### src/rtl/dctq_zigzag_reader.sv
// dctq_zigzag_reader: captures quantized DCT coefficients in raster order into
// a two-bank ping-pong store and streams each completed 8x8 block downstream
// in JPEG zigzag order. While both banks hold unread blocks, hold freezes the
// upstream DCTQ controller.
//
// Output handshake: out_valid/out_data/out_index/out_last form one registered
// beat. A beat transfers on a rising edge where out_valid && out_ready. While
// out_valid is high and out_ready is low, every output and the read counter
// hold their values. The output register may load a new beat whenever
// !out_valid || out_ready.
module dctq_zigzag_reader #(
    parameter int DATA_W = 12
) (
    input  logic              clk,
    input  logic              reset_n,
    input  logic              dctq_valid,
    input  logic [5:0]        dctq_addr,
    input  logic [DATA_W-1:0] dctq_data,
    output logic              hold,
    output logic              out_valid,
    input  logic              out_ready,
    output logic [DATA_W-1:0] out_data,
    output logic [5:0]        out_index,
    output logic              out_last
);

    // Zigzag scan position -> raster index (row*8+col).
    localparam logic [5:0] ZZ [64] = '{
        6'd0,  6'd1,  6'd8,  6'd16, 6'd9,  6'd2,  6'd3,  6'd10,
        6'd17, 6'd24, 6'd32, 6'd25, 6'd18, 6'd11, 6'd4,  6'd5,
        6'd12, 6'd19, 6'd26, 6'd33, 6'd40, 6'd48, 6'd41, 6'd34,
        6'd27, 6'd20, 6'd13, 6'd6,  6'd7,  6'd14, 6'd21, 6'd28,
        6'd35, 6'd42, 6'd49, 6'd56, 6'd57, 6'd50, 6'd43, 6'd36,
        6'd29, 6'd22, 6'd15, 6'd23, 6'd30, 6'd37, 6'd44, 6'd51,
        6'd58, 6'd59, 6'd52, 6'd45, 6'd38, 6'd31, 6'd39, 6'd46,
        6'd53, 6'd60, 6'd61, 6'd54, 6'd47, 6'd55, 6'd62, 6'd63
    };

    typedef enum logic {
        IDLE   = 1'b0,
        STREAM = 1'b1
    } state_t;

    state_t            state;
    logic [DATA_W-1:0] mem [2][64];
    logic [1:0]        full;
    logic [1:0]        full_set;
    logic [1:0]        full_clr;
    logic              wr_bank;
    logic              rd_bank;
    logic [5:0]        rd_cnt;
    logic              wr_en;
    logic              advance;
    logic              rd_done;

    assign hold    = full[wr_bank];
    assign wr_en   = dctq_valid && !hold;
    assign advance = !out_valid || out_ready;
    // The beat carrying scan position 63 is being loaded: the bank is drained.
    assign rd_done = (state == STREAM) && advance && (rd_cnt == 6'd63);

    // Per-bank full flag updates; set and clear always target different banks.
    always_comb begin
        full_set = 2'b00;
        full_clr = 2'b00;
        if (wr_en && (dctq_addr == 6'd63)) begin
            full_set[wr_bank] = 1'b1;
        end
        if (rd_done) begin
            full_clr[rd_bank] = 1'b1;
        end
    end

    // Coefficient storage; contents survive reset and are simply overwritten.
    always_ff @(posedge clk) begin
        if (wr_en) begin
            mem[wr_bank][dctq_addr] <= dctq_data;
        end
    end

    // Write-side bookkeeping: a write to raster 63 closes the block.
    always_ff @(posedge clk or negedge reset_n) begin
        if (!reset_n) begin
            full    <= 2'b00;
            wr_bank <= 1'b0;
        end else begin
            full <= (full | full_set) & ~full_clr;
            if (wr_en && (dctq_addr == 6'd63)) begin
                wr_bank <= ~wr_bank;
            end
        end
    end

    // Read FSM with registered output beat; walks one bank in zigzag order.
    always_ff @(posedge clk or negedge reset_n) begin
        if (!reset_n) begin
            state     <= IDLE;
            rd_bank   <= 1'b0;
            rd_cnt    <= 6'd0;
            out_valid <= 1'b0;
            out_data  <= '0;
            out_index <= 6'd0;
            out_last  <= 1'b0;
        end else begin
            case (state)
                IDLE: begin
                    if (advance) begin
                        out_valid <= 1'b0;
                    end
                    if (full[rd_bank]) begin
                        state  <= STREAM;
                        rd_cnt <= 6'd0;
                    end
                end
                STREAM: begin
                    if (advance) begin
                        out_valid <= 1'b1;
                        out_data  <= mem[rd_bank][ZZ[rd_cnt]];
                        out_index <= rd_cnt;
                        out_last  <= (rd_cnt == 6'd63);
                        rd_cnt    <= rd_cnt + 6'd1;
                        if (rd_cnt == 6'd63) begin
                            rd_bank <= ~rd_bank;
                            state   <= IDLE;
                        end
                    end
                end
                default: state <= IDLE;
            endcase
        end
    end

endmodule
### config.mk
export PLATFORM = sky130hd
export DESIGN_NAME = dctq_zigzag_reader
export DESIGN_NICKNAME = d
export VERILOG_FILES = /design/src/rtl/dctq_zigzag_reader.sv
export SDC_FILE = /design/constraint.sdc
export NUM_CORES = 2
export LEC_CHECK = 0
export ABC_CLOCK_PERIOD_IN_PS = 3780
export CAP_MARGIN = 15
export CORE_UTILIZATION = 50
export DETAILED_ROUTE_END_ITERATION = 10
export GPL_ROUTABILITY_DRIVEN = 0
export PLACE_DENSITY = 0.71
export SYNTH_ARGS = -nofsm -noshare
export SYNTH_HDL_FRONTEND = slang
export SYNTH_SLANG_ARGS = --single-unit
export TNS_END_PERCENT = 50
### constraint.sdc
create_clock -name clk -period 3.78 [get_ports clk]
set_input_delay 0.378 -clock clk [delete_from_list [all_inputs] [get_ports clk]]
set_output_delay 0.378 -clock clk [all_outputs]
set_load 0.03 [all_outputs]
Word level (Yosys, flattened, before mapping)
Memories as Yosys holds them, arrays and structs flattened.
Cells that the tools add are included.
W data, S select, Z words.
{"block": "op_classes", "addsub": 1, "n_lt_le_gt_ge": 8, "eq_ne": 5, "mux": 29, "bitwise": 9, "reduce_logical": 14}
{"operator": "$mux W768", "n": 1}
{"operator": "$bmux W12 S6", "n": 1}
{"operator": "$demux W12 S6", "n": 1}
{"operator": "$mux W12", "n": 3}
{"operator": "$mux W6", "n": 4}
{"operator": "$ge A7 B7 Y1 const B", "n": 3}
{"operator": "$not A6 Y7", "n": 3}
{"operator": "$eq A6 B6 Y1 const B", "n": 2}
{"operator": "$mux W1", "n": 12}
{"operator": "$pmux W6 S2", "n": 1}
{"operator": "$logic_and A1 B1 Y1", "n": 7}
{"operator": "$lt A7 B1 Y1 const B", "n": 1}
{"operator": "$add A6 B1 Y6 const B", "n": 1}
{"operator": "$reduce_and A2 Y1", "n": 3}
{"operator": "$lt A1 B2 Y1 const B", "n": 2}
{"operator": "$mux W2", "n": 2}
{"operator": "$ne A2 B2 Y1 const B", "n": 2}
{"operator": "$pmux W1 S2", "n": 2}
{"operator": "$not A1 Y1", "n": 3}
{"operator": "$reduce_and A3 Y1", "n": 1}
{"operator": "$and A2 B2 Y2", "n": 1}
{"operator": "$demux W1 S1", "n": 2}
{"operator": "$ge A1 B1 Y1 const B", "n": 2}
{"operator": "$logic_not A1 Y1", "n": 2}
{"operator": "other kinds (4)", "n": 4}
{"block": "totals", "ff_bits": 31, "ram_bits": 1536, "romBits": 384, "inputBits": 22, "output_inout_bits": 21, "wordCells": 77, "mem_count": 2}
{"name": "mem", "depth": 2, "width": 768, "rd": 1, "rd_clocked_by_memory_dff": 0, "write_ports": 1, "line": "45", "rtl": "logic [DATA_W-1:0] mem [2][64];"}
{"name": "(no name shown)", "depth": 64, "width": 6, "rd": 1, "rd_clocked_by_memory_dff": 0, "write_ports": 0, "line": "118", "rtl": "out_data <= mem[rd_bank][ZZ[rd_cnt]];"}

Logic depth before layout (Yosys ltp)
{"block": "logic_depth", "depth_word": 8, "mapped_depth": 18, "depth_no_buf": 13}

Worst setup path before layout
Ideal clock, no wire load.
{"block": "synth_timing", "path_type": "register -> register", "from": "register rd_cnt[0]", "to": "register out_data[1]", "setup_time_ns": 0.128, "arrival_ns": 3.614, "t_required_ns": 3.652, "slack_ns": 0.038, "path_stages_with_launch": 15, "n_path_buf": 2, "period_less_slack_ns": 3.742, "path_cell_list": "dfrtp_1 buf_6 inv_1 ha_1 nor2b_1 o31a_1 mux4_2 or4_4 or3_4 buf_6 a221o_1 a21oi_2 a21oi_1 o2111ai_2 nor4_2"}
{"block": "synth_via", "elab_chain_cells": 8}
{"item": "start: declaration", "line": "51", "rtl": "logic [5:0] rd_cnt;"}
{"item": "start signal: assignment", "line": "121", "rtl": "rd_cnt <= rd_cnt + 6'd1;"}
{"item": "$not A6 Y7 (implied by the code)", "line": "118"}
{"item": "$mem_v2 Z64 W6"}
{"item": "$mux W6 (implied by the code) (2 in series)", "line": "118"}
{"item": "$not A6 Y7 (implied by the code)", "line": "118"}
{"item": "$bmux W12 S6", "line": "118"}
{"item": "$mux W12 (implied by the code) (2 in series)", "line": "118"}
{"item": "end signal: assignment", "line": "118"}
{"item": "end: declaration", "line": "22", "rtl": "output logic [DATA_W-1:0] out_data,"}
No other way between the ends. The select of a mux whose other input is x is not followed.
A chain may end at the register's enable or synchronous reset.

Worst setup path in the final report
{"block": "layout_timing", "from": "register rd_cnt[1]", "to": "register out_data[8]"}
The elaborated chain is that of the path after synthesis.

==> impl_summary.log <==
[metrics] outcome: finished, violations left
[metrics] failing checks: negative setup slack
[metrics] crit path capture type: flip-flop
[metrics] highest-count cells in the layout ignoring fill and taps: sky130_fd_sc_hd__edfxtp_1 (1,536), sky130_fd_sc_hd__buf_4 (356), sky130_fd_sc_hd__nor2_1 (296)
[metrics] Core Rows: 128
[metrics] timing-limited maximum frequency: around 260 MHz
[metrics] Slowest cell on crit path: sky130_fd_sc_hd__or4_4
[metrics] count of antenna-violating nets left after detailed routing: 0
[metrics] CTS tree: built
[metrics] total DRC errors in the routed layout: 0
[metrics] Post-synth ARST share: 1.98%
[metrics] max-capacitance violation count: 0
[metrics] Critical Path AT: around 4.5 ns
[metrics] flip-flop and latch count after synthesis: 1,567
[metrics] cell area after synthesis: about 0.06 mm^2
[metrics] Total Die Area: between 0.1 and 0.15 mm^2
[metrics] global-route wire length before repair: 237,000 um
[metrics] post-DR vias/cell: between 6 and 7
[metrics] final number of setup-violating endpoints: 2
[metrics] most frequent standard cell in the layout excluding fill and tap cells: sky130_fd_sc_hd__edfxtp_1
[metrics] Nets: 3,916
[metrics] dominant combinational cell family by area after synthesis: multiplexers
[metrics] GRT overflow: 0
[metrics] Final Routed Wirelength: about 170,000 um
[metrics] maximum vdd ir drop: ~0.85 mV
[metrics] unique cell type count in the Yosys netlist: just over 80
[metrics] area occupied by multi-input gates: approximately 0.014 mm^2
[metrics] slack of the critical path: -0.0242 ns
[metrics] total leakage power: around 24 nW
[metrics] dominant register cell in the synthesized netlist: sky130_fd_sc_hd__edfxtp_1
[metrics] number of cells in the design after placement: about 5,300
[metrics] share of the cycle needed by the critical path after routing: 101%
[metrics] count of buffering cells on the critical path with inverters included: 3
[metrics] share of cell area taken by muxes after synthesis: between 10% and 20%
[metrics] core footprint: between 0.1 and 0.15 mm^2
[metrics] Slew @ Worst Pin: approximately 1.2 ns
[metrics] floorplan die height: ~350 um
[metrics] via count of the first global-routing pass: between 30,000 and 40,000
[metrics] part of the Yosys area used for sequential elements: between 70% and 80%
[metrics] starting density of the core: 50.4%
[metrics] fin crit period: ~3.8 ns
[metrics] number of placed I/O pins: 43
[metrics] CP startpoint kind: flip-flop
[metrics] Ys Warns: 0
[metrics] cell area power density: approximately 800 mW/mm^2
[metrics] count of antenna diodes in the layout: 0
[metrics] WP depth: 14
[metrics] relative max-transition margin: between 15 and 20%
[metrics] Sequential Area: 0.0469 mm^2
[metrics] post-synthesis area per instance: approximately 18 um^2
[metrics] global-route usage over all layers: 26.1%
[metrics] via count of the routed design: approximately 36,000
[metrics] WL/cell: ~29 um
[metrics] synthesized-area fraction occupied by and/or/nand/nor cells: about 6.2%
[metrics] r2r setup slk: -0.02 ns
[metrics] share of the synthesized area in compound gates (AO/OA/AOI/OAI): 5.16%
[metrics] required time worst endpoint: 4.44 ns
[metrics] XOR/XNOR Fraction of Synth Area: 0.0857%
[metrics] Register-to-Register Path Depth: 14
[metrics] layout overhead on the synthesized area: 18.6%
[metrics] detailed-routing iteration count for the pre-antenna-repair pass: 5
[metrics] x dimension of the die: 352 um
[metrics] Sinks on Clock Net: 1,567
[metrics] clock transition at the registers of the reported paths: approximately 0.060 ns
[metrics] crit path max fanout: 12
[metrics] area share of fa/ha/maj cells after synthesis: less than 1%
[metrics] Skew-Pair Late Insertion Delay: 0.77 ns
[metrics] critical path class: flip-flop to flip-flop
[metrics] filler-free cell count of the finished design: roughly 5,600
[metrics] Clock Root Buffer: sky130_fd_sc_hd__clkbuf_16
[metrics] maximum number of pins on one net before global-route repair: 105
[metrics] endpoints failing hold: 0
[metrics] Pins Over Slew Limit: 0
[metrics] total chip power: between 50 and 60 mW
[metrics] proportion of layout cells with a drive suffix above 1: 25.1%
[metrics] initial antenna violation count: 5
[metrics] number of enable flip-flop cells after synthesis: roughly 1,500
[metrics] DP Wirelength: between 100,000 and 150,000 um
[metrics] drt first-iter violations: approximately 5,500
[metrics] cell-by-cell trace of the critical path: buf_6 > ha_1 > and2_1 > or4_4 > and4_4 > clkbuf_16 > clkbuf_16 > nor2_1 > nor4_1 > o21ai_1 > o221ai_4 > a311oi_4 > nand4_1 > nor4_1
[metrics] Hold Path Cell Cnt: 1
[metrics] Crit path largest cell delay: 0.51 ns
[metrics] Max clock buf depth: 3
[metrics] total CTS buffers: about 160
[metrics] kind of path behind the tightest hold check: input pin to flip-flop
[metrics] CTS H-tree lvls: 4
[metrics] Worst Skew: roughly 0.042 ns
[metrics] Port Buf Inserts: 42
[metrics] Fill cells: 8,622
[metrics] unrepaired setup endpoints after global routing: yes
[metrics] pre-CTS setup slack: -0.512 ns
[metrics] kind of cell adding the most delay to the critical path: simple AND/OR/NAND/NOR gates
[metrics] synthesized instance count: approximately 3,500
[metrics] synthesized netlist net count: 3,494
## kinds of logic (layout without fill, tap and decap cells)
kind of cell	count (synthesis)	count (layout)
compound gates	451	451
xor+xnor	6	6
fa+ha+maj	15	15
buf+inv	226	778
flops	1567	1567
mux	350	350
simple gates	842	843
## final timing paths
| check | start | to |
|---|---|---|
| worst min register to register | out_index[3]$_DFFE_PN0P_ | out_index[3]$_DFFE_PN0P_ |
| worst min-delay path | dctq_data[2] | mem[0][494]$_DFFE_PP_ |
| worst max register to register | rd_cnt[1]$_DFFE_PN0P_ | out_data[8]$_DFFE_PN0P_ |
| max in group asynchronous | reset_n | rd_bank$_DFFE_PN0P_ |
| worst max-delay path | rd_cnt[1]$_DFFE_PN0P_ | out_data[8]$_DFFE_PN0P_ |
| min in group asynchronous | reset_n | out_valid$_DFFE_PN0P_ |
## per-stage QoR
stage	utilization, %	hold slack (ns)	area [um^2]	TNS, ns
after floorplan	-	0.0824	61300	0
after global placement	54.4	0.462	66200	-2.26
after detailed placement	54.4	0.467	66200	-2.35
after CTS	58.9	0.166	71600	0
after global routing	59.8	0.0860	72700	-0.656
final	59.8	0.102	72700	-0.0277
## sequential cells by signal, indices dropped and copies added (netlist names)
| signal | cells |
|---|---|
| full | 2 |
| mem | 1536 |
| out_data | 12 |
| out_index | 6 |
| out_last | 1 |
| out_valid | 1 |
| rd_bank | 1 |
| rd_cnt | 6 |
| state | 1 |
| wr_bank | 1 |
## power by group
part	internal, mW	leakage (nW)	switching, mW
clock	8.84	2.49	6.54
sequential	19.3	14.2	0.269
combinational	9.56	7.81	13.4
total	37.7	24.5	20.2
## Yosys cell counts, types with 7 or more instances
cell                       instances  area [um^2]
sky130_fd_sc_hd__a221oi_1         40          350
sky130_fd_sc_hd__o41ai_1          16          140
sky130_fd_sc_hd__clkbuf_1        105          394
sky130_fd_sc_hd__buf_4            12         90.1
sky130_fd_sc_hd__and2_1            7         43.8
sky130_fd_sc_hd__nand4_1          15         93.8
sky130_fd_sc_hd__o21ai_0          70          350
sky130_fd_sc_hd__mux4_2          214         4820
sky130_fd_sc_hd__and3_1           17          106
sky130_fd_sc_hd__dfrtp_1          31          776
sky130_fd_sc_hd__a22oi_1           7         52.6
sky130_fd_sc_hd__a22o_1            8         70.1
sky130_fd_sc_hd__edfxtp_1       1536        46100
sky130_fd_sc_hd__o211ai_1         11         82.6
sky130_fd_sc_hd__inv_1            15         56.3
sky130_fd_sc_hd__a21oi_1          90          450
sky130_fd_sc_hd__nor4_1           63          394
sky130_fd_sc_hd__o221ai_1         14          123
sky130_fd_sc_hd__nand3_1          74          370
sky130_fd_sc_hd__o22ai_1          62          388
sky130_fd_sc_hd__buf_2            73          365
sky130_fd_sc_hd__a41oi_1          11         96.3
sky130_fd_sc_hd__nand2b_1          9         56.3
sky130_fd_sc_hd__a31oi_1          12         75.1
sky130_fd_sc_hd__a221o_1          39          390
sky130_fd_sc_hd__a311oi_1         18          158
sky130_fd_sc_hd__nor2b_1          15         93.8
sky130_fd_sc_hd__mux2i_1         122         1220
sky130_fd_sc_hd__a211oi_1         20          150
sky130_fd_sc_hd__nor3_1           43          215
sky130_fd_sc_hd__mux2_2           12          135
sky130_fd_sc_hd__buf_1            12         45.0
sky130_fd_sc_hd__nand2_1         259          972
sky130_fd_sc_hd__ha_1             15          188
sky130_fd_sc_hd__nor2_1          303         1140
## cell type report
cell class                      instances  share of cell area, %
Sequential cell                      1567                   64.5
Inverter                               19                  0.101
Timing Repair Buffer                  469                   6.25
Clock buffer                          196                   5.80
Tap cell                             1625                   2.80
Multi-Input combinational cell       1665                   19.4
Clock inverter                         94                   1.21
## timing repair
action,4_1_cts,5_1_grt
pin swaps,15,32
endpoints found under the hold margin,31,0
gates cloned,2,13
hold buffers,1,0
gates resized for setup,44,112
setup endpoints to repair,12,12
setup buffers,7,24
## per-layer routing
layer	part of all wire, %	vias up	GRT usage [%]
met5	0.031	-	0
met4	3.3	8	8.21
met3	12	337	5.79
met2	46	2317	39.7
met1	39	18250	37.7
li1	-	14802	-
Power figures use the tool's default switching activity.
